--- src/rtl/mtile_writer.sv ---
// Host write path for tile mode: buffers one tile-map or tile-pixel byte write and
// commits it to screen RAM through the shared req/gnt arbiter. Optional macro: MTILE_WR_AUTOINC_EN.
module mtile_writer (
  input  logic        clk,
  input  logic        rst_n,
  input  logic        cpu_we,
  input  logic [2:0]  cpu_reg,
  input  logic [7:0]  cpu_data,
  output logic        mem_req,
  input  logic        mem_gnt,
  output logic [15:0] mem_addr,
  output logic [7:0]  mem_wdata,
  output logic        mem_we,
  output logic        busy,
  output logic        ovf
);

  typedef enum logic [1:0] {S_IDLE, S_REQ, S_WRITE} state_t;

  state_t     state;
  logic [4:0] cur_x;
  logic [3:0] cur_y;
  logic [7:0] tile_sel;
  logic [6:0] ptr;

  logic is_map, is_pix, cmd, accept, drop;

  assign is_map = cpu_we && (cpu_reg == 3'd2);
  assign is_pix = cpu_we && (cpu_reg == 3'd5);
  assign cmd    = is_map || is_pix;
  assign accept = cmd && (state == S_IDLE);
  assign drop   = cmd && (state != S_IDLE);

`ifdef MTILE_WR_AUTOINC_EN
  // Map cursor walks a 20x15 raster; out-of-range values fold back on the next step.
  logic       x_wrap;
  logic [4:0] x_adv;
  logic [3:0] y_adv;
  logic [6:0] ptr_adv;
  logic [7:0] tsel_adv;
  always_comb begin
    x_wrap   = (cur_x >= 5'd19);
    x_adv    = x_wrap ? 5'd0 : cur_x + 5'd1;
    y_adv    = !x_wrap ? cur_y : ((cur_y >= 4'd14) ? 4'd0 : cur_y + 4'd1);
    ptr_adv  = ptr + 7'd1;
    tsel_adv = (ptr == 7'd127) ? tile_sel + 8'd1 : tile_sel;
  end
`endif

  // Cursor/pointer registers; host writes land regardless of busy.
  always_ff @(posedge clk or negedge rst_n) begin
    if (!rst_n) begin
      cur_x    <= '0;
      cur_y    <= '0;
      tile_sel <= '0;
      ptr      <= '0;
      ovf      <= 1'b0;
    end else begin
      if (cpu_we) begin
        case (cpu_reg)
          3'd0: cur_x    <= cpu_data[4:0];
          3'd1: cur_y    <= cpu_data[3:0];
          3'd3: tile_sel <= cpu_data;
          3'd4: ptr      <= cpu_data[6:0];
          default: ;
        endcase
      end
`ifdef MTILE_WR_AUTOINC_EN
      if (accept && is_map) begin
        cur_x <= x_adv;
        cur_y <= y_adv;
      end
      if (accept && is_pix) begin
        ptr      <= ptr_adv;
        tile_sel <= tsel_adv;
      end
`endif
      if (drop)
        ovf <= 1'b1;
      else if (cpu_we && cpu_reg == 3'd7)
        ovf <= 1'b0;
    end
  end

  // Address/data are captured from the pre-advance cursors at acceptance.
  always_ff @(posedge clk or negedge rst_n) begin
    if (!rst_n) begin
      state     <= S_IDLE;
      mem_req   <= 1'b0;
      mem_we    <= 1'b0;
      busy      <= 1'b0;
      mem_addr  <= '0;
      mem_wdata <= '0;
    end else begin
      case (state)
        S_IDLE: if (accept) begin
          mem_addr  <= is_map ? {1'b1, 6'b0, cur_y, cur_x} : {1'b0, tile_sel, ptr};
          mem_wdata <= cpu_data;
          mem_req   <= 1'b1;
          busy      <= 1'b1;
          state     <= S_REQ;
        end
        S_REQ: if (mem_gnt) begin
          mem_req <= 1'b0;
          mem_we  <= 1'b1;
          state   <= S_WRITE;
        end
        S_WRITE: begin
          mem_we <= 1'b0;
          busy   <= 1'b0;
          state  <= S_IDLE;
        end
        default: begin
          mem_req <= 1'b0;
          mem_we  <= 1'b0;
          busy    <= 1'b0;
          state   <= S_IDLE;
        end
      endcase
    end
  end

endmodule

--- config.mk ---
export PLATFORM = sky130hd
export DESIGN_NAME = mtile_writer
export DESIGN_NICKNAME = d
export VERILOG_FILES = /design/src/rtl/mtile_writer.sv
export SDC_FILE = /design/constraint.sdc
export NUM_CORES = 1
export LEC_CHECK = 0
export BUFFER_PORTS_ARGS = -buffer_cell sky130_fd_sc_hd__buf_2
export CELL_PAD_IN_SITES_DETAIL_PLACEMENT = 0
export CELL_PAD_IN_SITES_GLOBAL_PLACEMENT = 1
export CORE_MARGIN = 3
export CORE_UTILIZATION = 49
export DETAILED_ROUTE_END_ITERATION = 16
export GPL_ROUTABILITY_DRIVEN = 0
export PLACE_DENSITY_LB_ADDON = 0.12
export REMOVE_ABC_BUFFERS = 1
export SLEW_MARGIN = 10
export SYNTH_ARGS = -nofsm -noshare
export SYNTH_HDL_FRONTEND = slang
export SYNTH_SLANG_ARGS = --single-unit
--- constraint.sdc ---
create_clock -name clk -period 2.3 [get_ports clk]
set_input_delay 0 -clock clk [delete_from_list [all_inputs] [get_ports clk]]
set_output_delay 0 -clock clk [all_outputs]
set_load 0.01 [all_outputs]
==> qor.csv, run 1 <==
stage,metric,value,unit
critical_path,Critical Setup Path Class,register to register,
timing,setup TNS,0,ns
global_route,initial antenna violation count,0,
hold_path,Worst Hold End,ovf$_DFFE_PN0P_,
clock_network,# H-tree levels,2,
synthesis,synthesized area,2394,sq um
timing,Final Cycle Share,73.78,%
floorplan,starting density of the core,52.79,%
clock_network,Clock transition at path regs,0.09,ns
power_and_ir_drop,Pleak,1.355,nW
run_status,outcome,completed,
critical_path,CP max FO,27,
synthesis,Synth Flop Type,dfrtp_1,
clock_network,TritonCTS Buffers,5,
layout,area added between synthesis and finish,17.72,%
routing,1st-iter DRT viols,45,
global_route,first-pass GRT wire length,7148,um
synthesis,mux contribution to synthesized area,28.86,%
synthesis,"Async S/R FF share, synth",100.0,%
floorplan,Die ar.,5759,sq um
layout,Multi-input gate area,942.2,sq um
synthesis,distinct cell type count after synthesis,27,
critical_path,crit path DAT,1.88,ns
timing,worst clock skew,0.006973,ns
synthesis,Post-synth EDFFs,0,
critical_path,worst reg2reg path depth,3,
synthesis,XOR/XNOR share of the synthesized area,0,%
synthesis,Synth Area in Compound Gates,3.084,%
timing,worst-margin pin slew,1.048,ns
synthesis,simple-gate area share of the yosys netlist,7.162,%
timing,Tmin final,1.697,ns
routing,ANT nets after route,0,
timing,hold_ws,0.05834,ns
timing,pins over their slew limit,0,
hold_path,worst min-delay path category,input port to register,
timing,RSZ-0062 raised after global routing,false,
floorplan,die height,75.89,um
global_route,GRT Resource Usage Total,16.65,%
routing,per-cell routed wire length,15.84,um
critical_path,FF-to-FF Start,state[1]$_DFFE_PN0P_,
synthesis,Adder-Cell Fraction of Synth Area,0,%
synthesis,top post-synthesis cells by area,"dfrtp_1 (56%), mux2_2 (17%), mux2_4 (10%), buf_6 (1.9%), nor2b_1 (1.8%)",
synthesis,top cell type by total area after synthesis,dfrtp_1,
floorplan,Core Region,4534,sq um
layout,# diodes,0,
power_and_ir_drop,PwrDens,950.3,nW/um^2
clock_network,root buffer cell,clkbuf_8,
layout,Final #Nets,220,
layout,Final Non-Filler Cells,271,
critical_path,CP required,2.49,ns
synthesis,"Seq/Total Area, Yosys",56.46,%
critical_path,reg2reg end,mem_wdata[4]$_DFFE_PN0P_,
timing,Rel. slew slack,29.80,%
global_route,GRT Residual Overflow,0,
hold_path,Min-Delay Startpoint,cpu_reg[2],
hold_path,hold path depth,2,
global_route,largest net degree at the start of global routing,33,
routing,# DRC,0,
layout,fraction of layout cells with a size suffix above 1,53.88,%
critical_path,Critical Path Start Type,register,
routing,final WL,4293,um
clock_network,CTS tree,done,
clock_network,Post-CTS Setup Bufs,0,
timing,maximum clock frequency,589.3,MHz
layout,FILL cells,362,
floorplan,row cnt,24,
power_and_ir_drop,Peak supply drop,455.1,uV
layout,most frequent cells in the layout,"dfrtp_1 (54), buf_2 (42), mux2_2 (37)",
synthesis,top-area cell type share of the netlist area,56.46,%
routing,routed vias/inst,5.089,
layout,FF+latch area,1351,sq um
synthesis,Yosys warning count,0,
layout,most common library cell in the layout ignoring fill and taps,dfrtp_1,
synthesis,Syn Area/Cell,15.85,sq um
routing,first-pass detailed-route iteration total,4,
timing,Final Hold Vio Count,0,
global_route,vias in the first global route,1404,
run,# Max-Cap Violations,0,
timing,Final Setup Violations,0,
routing,via count,1379,
place,IO buf count,42,
floorplan,Die X,75.89,um
critical_path,CP endpoint kind,register,
floorplan,io pins,43,
synthesis,#FFs+latches synth,54,
synthesis,main combinational cell family by area after synthesis,multiplexers,
place,placed cells,253,
place,hpwl dp,2989,um
clock_network,Max Root-Sink Buffers,2,
synthesis,Mapped Cells,151,
clock_network,worst skew pair latency,0.30,ns
clock_network,CTS sink cnt,54,
critical_path,flop2flop setup slack,0.60,ns
clock_network,post-cts gate resize count,0,
-- sequential cells by signal, indices dropped and copies added (netlist names) --
name / flops
mem_we: 1
busy: 1
mem_addr: 16
cur_x: 5
tile_sel: 8
mem_wdata: 8
ovf: 1
mem_req: 1
state: 2
cur_y: 4
ptr: 7
-- power breakdown --
group	internal [mW]	switching, mW	leakage, nW
registers	1.23	0.140	0.654
clock network	0.243	0.287	0.0482
logic	0.456	0.319	0.653
total	1.93	0.747	1.35
-- metrics by stage --
step,cell area (sq um),power [mW],setup slack [ns],utilization [%]
6_report,2818,2.678,0.6030,62.14
5_1_grt,2818,2.853,0.4671,62.14
4_1_cts,2818,2.720,0.5667,62.14
3_5_place_dp,2626,2.171,0.4634,57.92
3_3_place_gp,2626,2.130,0.5266,57.92
2_1_floorplan,2298,1.846,0.8216,-
-- critical path, cell delays in order (launching register included) --
cell and delay (ns):
dfrtp_1 0.43, nor2_1 0.29, o211ai_4 0.41, mux2_1 0.44
-- Yosys cell counts (all sizes together) (2+ instances only) --
library cell,instances
buf,9
inv,3
nor2b,7
o21ai,4
nand2,3
dfrtp,54
nor4bb,2
mux2,56
-- cell type report --
class / count / area share [%]
clock inverter: 1 / 0.1776
timing repair buffer: 56 / 12.08
tap: 65 / 2.886
clock buffer: 7 / 3.064
inverter: 3 / 0.3996
multi-input combinational: 85 / 33.44
sequential: 54 / 47.96
-- cell families (layout without fill, tap and decap cells) --
group	count (synthesis)	in the layout
AOI/OAI and AO/OA	9	9
DFF	54	54
and+or+nand+nor	20	20
muxes	56	56
buffers and inverters	12	67
-- how the worst max path moves through the flow --
stage,from,to,slack (ns),cells after the start
final,state[1]$_DFFE_PN0P_,mem_wdata[4]$_DFFE_PN0P_,0.60,3
after global routing,state[1]$_DFFE_PN0P_,mem_wdata[4]$_DFFE_PN0P_,0.47,3
after CTS,state[1]$_DFFE_PN0P_,mem_wdata[4]$_DFFE_PN0P_,0.57,3
after detailed placement,cpu_reg[1],mem_addr[3]$_DFFE_PN0P_,0.46,4
after global placement,cpu_reg[1],mem_addr[6]$_DFFE_PN0P_,0.53,4
after floorplan,cpu_reg[1],mem_addr[1]$_DFFE_PN0P_,0.82,3
-- layer usage --
layer / track usage (%) / part of all wire (%) / wire (um) / up-vias
met5: 0 / 0 / 0 / -
met4: 4.854 / 0.91 / 39 / 0
li1: - / - / - / 641
met3: 3.958 / 4.4 / 188 / 7
met1: 23.33 / 46 / 1960 / 702
met2: 25.86 / 49 / 2104 / 29
-- timing repair --
item / in CTS / in global routing
setup endpoints to repair: 0 / 0
endpoints found under the hold margin: 59 / 0
hold buffers: 10 / 0
Power figures use the tool's default switching activity.
==> run 2, diff against run 1 <==
--- a/config.mk
+++ b/config.mk
@@ -9,7 +9,7 @@
 export CELL_PAD_IN_SITES_DETAIL_PLACEMENT = 0
 export CELL_PAD_IN_SITES_GLOBAL_PLACEMENT = 1
 export CORE_MARGIN = 3
-export CORE_UTILIZATION = 49
+export CORE_UTILIZATION = 45
 export DETAILED_ROUTE_END_ITERATION = 16
 export GPL_ROUTABILITY_DRIVEN = 0
 export PLACE_DENSITY_LB_ADDON = 0.12
==> constraint.sdc (replaced) <==
create_clock -name clk -period 1.6 [get_ports clk]
set_input_delay 0 -clock clk [delete_from_list [all_inputs] [get_ports clk]]
set_output_delay 0 -clock clk [all_outputs]
set_load 0.01 [all_outputs]
==> qor.csv, run 2 (same netlist as run 1, synthesis figures left out) <==
stage,metric,value,unit
run_status,outcome,completed,
clock_network,Post-CTS Setup Bufs,0,
routing,# DRC,0,
floorplan,starting density of the core,48.43,%
clock_network,# H-tree levels,2,
critical_path,reg2reg end,mem_wdata[5]$_DFFE_PN0P_,
critical_path,FF-to-FF Start,state[0]$_DFFE_PN0P_,
clock_network,root buffer cell,clkbuf_8,
timing,RSZ-0062 raised after global routing,false,
timing,Tmin final,1.466,ns
power_and_ir_drop,Pwr Total,3.969,mW
timing,Final Cycle Share,91.61,%
layout,area added between synthesis and finish,19.76,%
floorplan,die height,78.93,um
timing,Final Setup Violations,0,
critical_path,CP endpoint kind,register,
routing,1st-iter DRT viols,34,
hold_path,Worst Hold End,ovf$_DFFE_PN0P_,
place,IO buf count,42,
clock_network,CTS tree,done,
global_route,first-pass GRT wire length,7245,um
routing,per-cell routed wire length,15.33,um
hold_path,hold path depth,2,
critical_path,Critical Path Start Type,register,
global_route,M3 GR Usage,4.535,%
timing,maximum clock frequency,682.3,MHz
global_route,vias in the first global route,1477,
clock_network,Clock transition at path regs,0.09,ns
floorplan,io pins,43,
routing,routed vias/inst,5.058,
layout,most common library cell in the layout ignoring fill and taps,dfrtp_1,
layout,Final Non-Filler Cells,275,
timing,pins over their slew limit,0,
global_route,met2 usage in global routing,25.21,%
timing,setup TNS,0,ns
layout,# diodes,0,
critical_path,crit path DAT,1.65,ns
clock_network,Max Root-Sink Buffers,2,
power_and_ir_drop,Pleak,1.375,nW
routing,ANT nets after route,0,
routing,via count,1391,
timing,worst clock skew,0.01082,ns
routing,final WL,4217,um
run,# Max-Cap Violations,0,
floorplan,Die X,78.93,um
layout,most frequent cells in the layout,"dfrtp_1 (54), buf_2 (42), mux2_2 (37)",
floorplan,Core Region,4942,sq um
power_and_ir_drop,Peak supply drop,631.7,uV
timing,Final Hold Vio Count,0,
place,dpl ws,0.09584,ns
global_route,met1 GRT Util,19.18,%
routing,first-pass detailed-route iteration total,4,
hold_path,Min-Delay Startpoint,cpu_reg[2],
layout,FILL cells,420,
floorplan,row cnt,25,
clock_network,CTS sink cnt,54,
hold_path,worst min-delay path category,input port to register,
layout,max reg flops,16,
place,hpwl dp,2808,um
critical_path,worst reg2reg path depth,4,
critical_path,CP max FO,24,
place,placed cells,257,
global_route,largest net degree at the start of global routing,55,
timing,Rel. slew slack,55.62,%
layout,biggest registers after layout,"mem_addr (16), mem_wdata (8), tile_sel (8)",
power_and_ir_drop,PwrDens,1385,nW/um^2
global_route,GRT Resource Usage Total,15.18,%
global_route,initial antenna violation count,0,
critical_path,flop2flop setup slack,0.13,ns
clock_network,worst skew pair latency,0.30,ns
layout,fraction of layout cells with a size suffix above 1,54.33,%
timing,post-route worst setup slack,0.1343,ns
floorplan,Die ar.,6230,sq um
global_route,gr busiest metal,met2,
layout,largest register by flop count,mem_addr,
clock_network,TritonCTS Buffers,5,
critical_path,Critical Setup Path Class,register to register,
critical_path,CP required,1.78,ns
global_route,GRT Residual Overflow,0,
layout,Final #Nets,222,
timing,worst-margin pin slew,0.6656,ns
run 2: cell count changes in the layout (fill, tap and decap cells not counted), sizes merged:
cell,previous run,this run
clkinv,1,0
buf,46,48
clkbuf,7,6
bufinv,0,1
clkinvlp,0,1
run 2: critical path: stages, from the launching register on:
cell and delay (ns):
dfrtp_1 0.43, nor2_1 0.24, o211ai_4 0.15, buf_12 0.20, mux2_1 0.33
run 2: worst max-delay path by stage:
stage | start | endpoint | slack (ns) | cells past startpoint
finish | state[0]$_DFFE_PN0P_ | mem_wdata[5]$_DFFE_PN0P_ | 0.13 | 4
global route | state[0]$_DFFE_PN0P_ | mem_wdata[5]$_DFFE_PN0P_ | 0.07 | 4
CTS | state[0]$_DFFE_PN0P_ | mem_wdata[5]$_DFFE_PN0P_ | 0.15 | 4
detailed placement | cpu_reg[1] | mem_addr[2]$_DFFE_PN0P_ | 0.1 | 5
global placement | cpu_reg[1] | mem_addr[4]$_DFFE_PN0P_ | 0.13 | 5
floorplan | cpu_reg[1] | mem_addr[1]$_DFFE_PN0P_ | 0.12 | 3
run 2: area by class of cell:
cell class | count | area [sq um] | area share (%)
sequential | 54 | 1351 | 47.14
clock inverter | 2 | 37.54 | 1.309
inverter | 3 | 11.26 | 0.3928
timing repair buffer | 58 | 367.9 | 12.83
clock buffer | 6 | 72.57 | 2.532
tap | 67 | 83.83 | 2.924
multi-input combinational | 85 | 942.2 | 32.87
run 2: metrics by stage:
stage / hold slack [ns] / utilization, % / area, sq um
CTS: 0.03798 / 58.00 / 2867
global route: 0.06218 / 58.00 / 2867
floorplan: -0.2956 / - / 2298
global placement: 0.1510 / 53.75 / 2656
finish: 0.04531 / 58.00 / 2867
detailed placement: 0.1659 / 53.75 / 2656
run 2: where the power goes:
group	switching, mW	internal, mW	leakage, nW
registers	0.192	1.77	0.654
clock network	0.425	0.467	0.0514
logic	0.456	0.660	0.669
run 2: what timing repair did:
item / CTS / global route
hold buffers: 10 / 0
gates resized for setup: 0 / 0
endpoints found under the hold margin: 85 / 0
endpoints found under the setup margin: 0 / 0
run 2: per-layer routing:
| layer | routed length [um] | share of wire, % | vias up |
|---|---|---|---|
| met5 | 0 | 0 | - |
| met4 | 25 | 0.59 | 0 |
| met3 | 203 | 4.8 | 2 |
| met2 | 2052 | 49 | 31 |
| met1 | 1936 | 46 | 711 |
| li1 | - | - | 647 |
==> run 3, diff against run 2 <==
--- a/config.mk
+++ b/config.mk
@@ -12,7 +12,7 @@
 export CORE_UTILIZATION = 45
 export DETAILED_ROUTE_END_ITERATION = 16
 export GPL_ROUTABILITY_DRIVEN = 0
-export PLACE_DENSITY_LB_ADDON = 0.12
+export PLACE_DENSITY_LB_ADDON = 0.1
 export REMOVE_ABC_BUFFERS = 1
 export SLEW_MARGIN = 10
 export SYNTH_ARGS = -nofsm -noshare
==> qor.csv, run 3 (same netlist as run 1, synthesis figures left out) <==
stage,metric,value,unit
critical_path,FF-to-FF Start,state[1]$_DFFE_PN0P_,
critical_path,CP endpoint kind,register,
timing,worst-margin pin slew,0.5388,ns
floorplan,Core Region,4942,sq um
clock_network,Max Root-Sink Buffers,2,
place,DP Area,2684,sq um
power_and_ir_drop,Peak supply drop,658.3,uV
critical_path,crit-path cells,"nor2_1, o211ai_4, buf_4, mux2_1",
timing,Final Hold Vio Count,0,
timing,setup TNS,0,ns
critical_path,crit path DAT,1.65,ns
layout,most common library cell in the layout ignoring fill and taps,dfrtp_1,
global_route,GRT Residual Overflow,0,
layout,fraction of layout cells with a size suffix above 1,55.56,%
run,# Max-Cap Violations,0,
place,hpwl dp,3180,um
clock_network,CTS sink cnt,54,
timing,worst clock skew,0.005496,ns
layout,Final Non-Filler Cells,274,
place,placed cells,259,
layout,max reg flops,16,
floorplan,Die X,78.93,um
layout,most frequent cells in the layout,"dfrtp_1 (54), buf_2 (42), mux2_2 (37)",
layout,Final Instance Area,2877,sq um
place,IO buf count,42,
clock_network,CTS tree,done,
critical_path,worst reg2reg path depth,4,
floorplan,starting density of the core,48.43,%
clock_network,TritonCTS Buffers,5,
floorplan,Die ar.,6230,sq um
layout,area added between synthesis and finish,20.18,%
clock_network,post-cts gate resize count,0,
run_status,outcome,completed,
hold_path,Worst Hold End,ptr[2]$_DFFE_PN0P_,
floorplan,io pins,43,
timing,Tmin final,1.467,ns
critical_path,CP max stage cell,dfrtp_1,
hold_path,Min-Delay Startpoint,cpu_data[2],
routing,final WL,4420,um
routing,first-pass detailed-route iteration total,3,
clock_network,Clock transition at path regs,0.09,ns
power_and_ir_drop,PwrDens,1399,nW/um^2
global_route,GRT Resource Usage Total,15.37,%
hold_path,worst min-delay path category,input port to register,
critical_path,reg2reg end,mem_wdata[5]$_DFFE_PN0P_,
critical_path,Worst path depth,4,
layout,Final #Nets,222,
routing,1st-iter DRT viols,44,
critical_path,CP required,1.78,ns
critical_path,flop2flop setup slack,0.13,ns
critical_path,delay of the slowest critical-path stage,0.43,ns
clock_network,worst skew pair latency,0.30,ns
clock_network,# H-tree levels,2,
floorplan,die height,78.93,um
layout,biggest registers after layout,"mem_addr (16), mem_wdata (8), tile_sel (8)",
layout,largest register by flop count,mem_addr,
hold_path,hold path depth,2,
floorplan,row cnt,25,
global_route,first-pass GRT wire length,7362,um
routing,routed vias/inst,5.051,
routing,via count,1384,
layout,# diodes,0,
power_and_ir_drop,Pleak,1.384,nW
timing,RSZ-0062 raised after global routing,false,
critical_path,WP buf/inv,1,
critical_path,CP max FO,11,
timing,Final Cycle Share,91.68,%
timing,pins over their slew limit,0,
routing,ANT nets after route,0,
timing,Final Setup Violations,0,
routing,# DRC,0,
routing,per-cell routed wire length,16.13,um
critical_path,Critical Setup Path Class,register to register,
global_route,largest net degree at the start of global routing,35,
global_route,initial antenna violation count,0,
timing,Rel. slew slack,63.92,%
clock_network,root buffer cell,clkbuf_8,
timing,maximum clock frequency,681.8,MHz
critical_path,crit path from,state[1]$_DFFE_PN0P_,
critical_path,Crit path max-delay family,flip-flops,
global_route,vias in the first global route,1457,
critical_path,Critical Path Start Type,register,
-- run 3: cell types whose count changed in the layout (fill, tap and decap cells not counted) --
cell / delta
dlygate4sd3_1: -2
buf_12: +1
buf_4: +1
clkbuf_1: -1
clkbuf_8: +1
clkinvlp_4: -1
-- run 3: metal layers --
metal  wire [um]  vias up  GRT usage (%)
met5           0        -              0
met4          53        0          5.670
met3         224        5          3.741
met2        2119       33          25.38
met1        2023      703          19.66
li1            -      643              -
-- run 3: area by class of cell --
type                       instances  area, sq um
clock inverter                     1        30.03
fill                             425         2066
inverter                           3        11.26
clock buffer                       6        82.58
multi-input combinational         85        942.2
tap                               67        83.83
sequential                        54         1351
timing repair buffer              58        375.4
-- run 3: power breakdown --
part	internal (mW)	switching (mW)	total [mW]
logic	0.662	0.466	1.13
clock network	0.501	0.420	0.921
registers	1.77	0.204	1.97
total	2.93	1.09	4.02
-- run 3: metrics by stage --
step / util, % / worst slack [ns] / hold slack [ns] / power (mW)
6_report: 58.20 / 0.1332 / 0.01165 / 4.023
5_1_grt: 58.20 / 0.08661 / 0.005975 / 4.255
4_1_cts: 58.20 / 0.1223 / 0.003859 / 4.081
3_5_place_dp: 54.30 / 0.09570 / -0.009508 / 3.142
3_3_place_gp: 54.30 / 0.1493 / -0.01812 / 3.084
2_1_floorplan: - / 0.1216 / -0.2956 / 2.654
-- run 3: how the worst max path moves through the flow --
stage | to | slack, ns
floorplan | mem_addr[1]$_DFFE_PN0P_ | 0.12
global route | mem_wdata[5]$_DFFE_PN0P_ | 0.09
global placement | mem_addr[1]$_DFFE_PN0P_ | 0.15
detailed placement | mem_addr[3]$_DFFE_PN0P_ | 0.1
finish | mem_wdata[5]$_DFFE_PN0P_ | 0.13
CTS | mem_wdata[5]$_DFFE_PN0P_ | 0.12
-- run 3: timing repair --
item	in CTS	in global routing
setup buffers	0	0
hold endpoints to repair	44	0
hold buffers	8	0
-- run 3: worst reg2reg max path, stage by stage (launching register included) --
cell      delay, ns
dfrtp_1        0.43
nor2_1         0.25
o211ai_4       0.13
buf_4          0.21
mux2_1         0.33
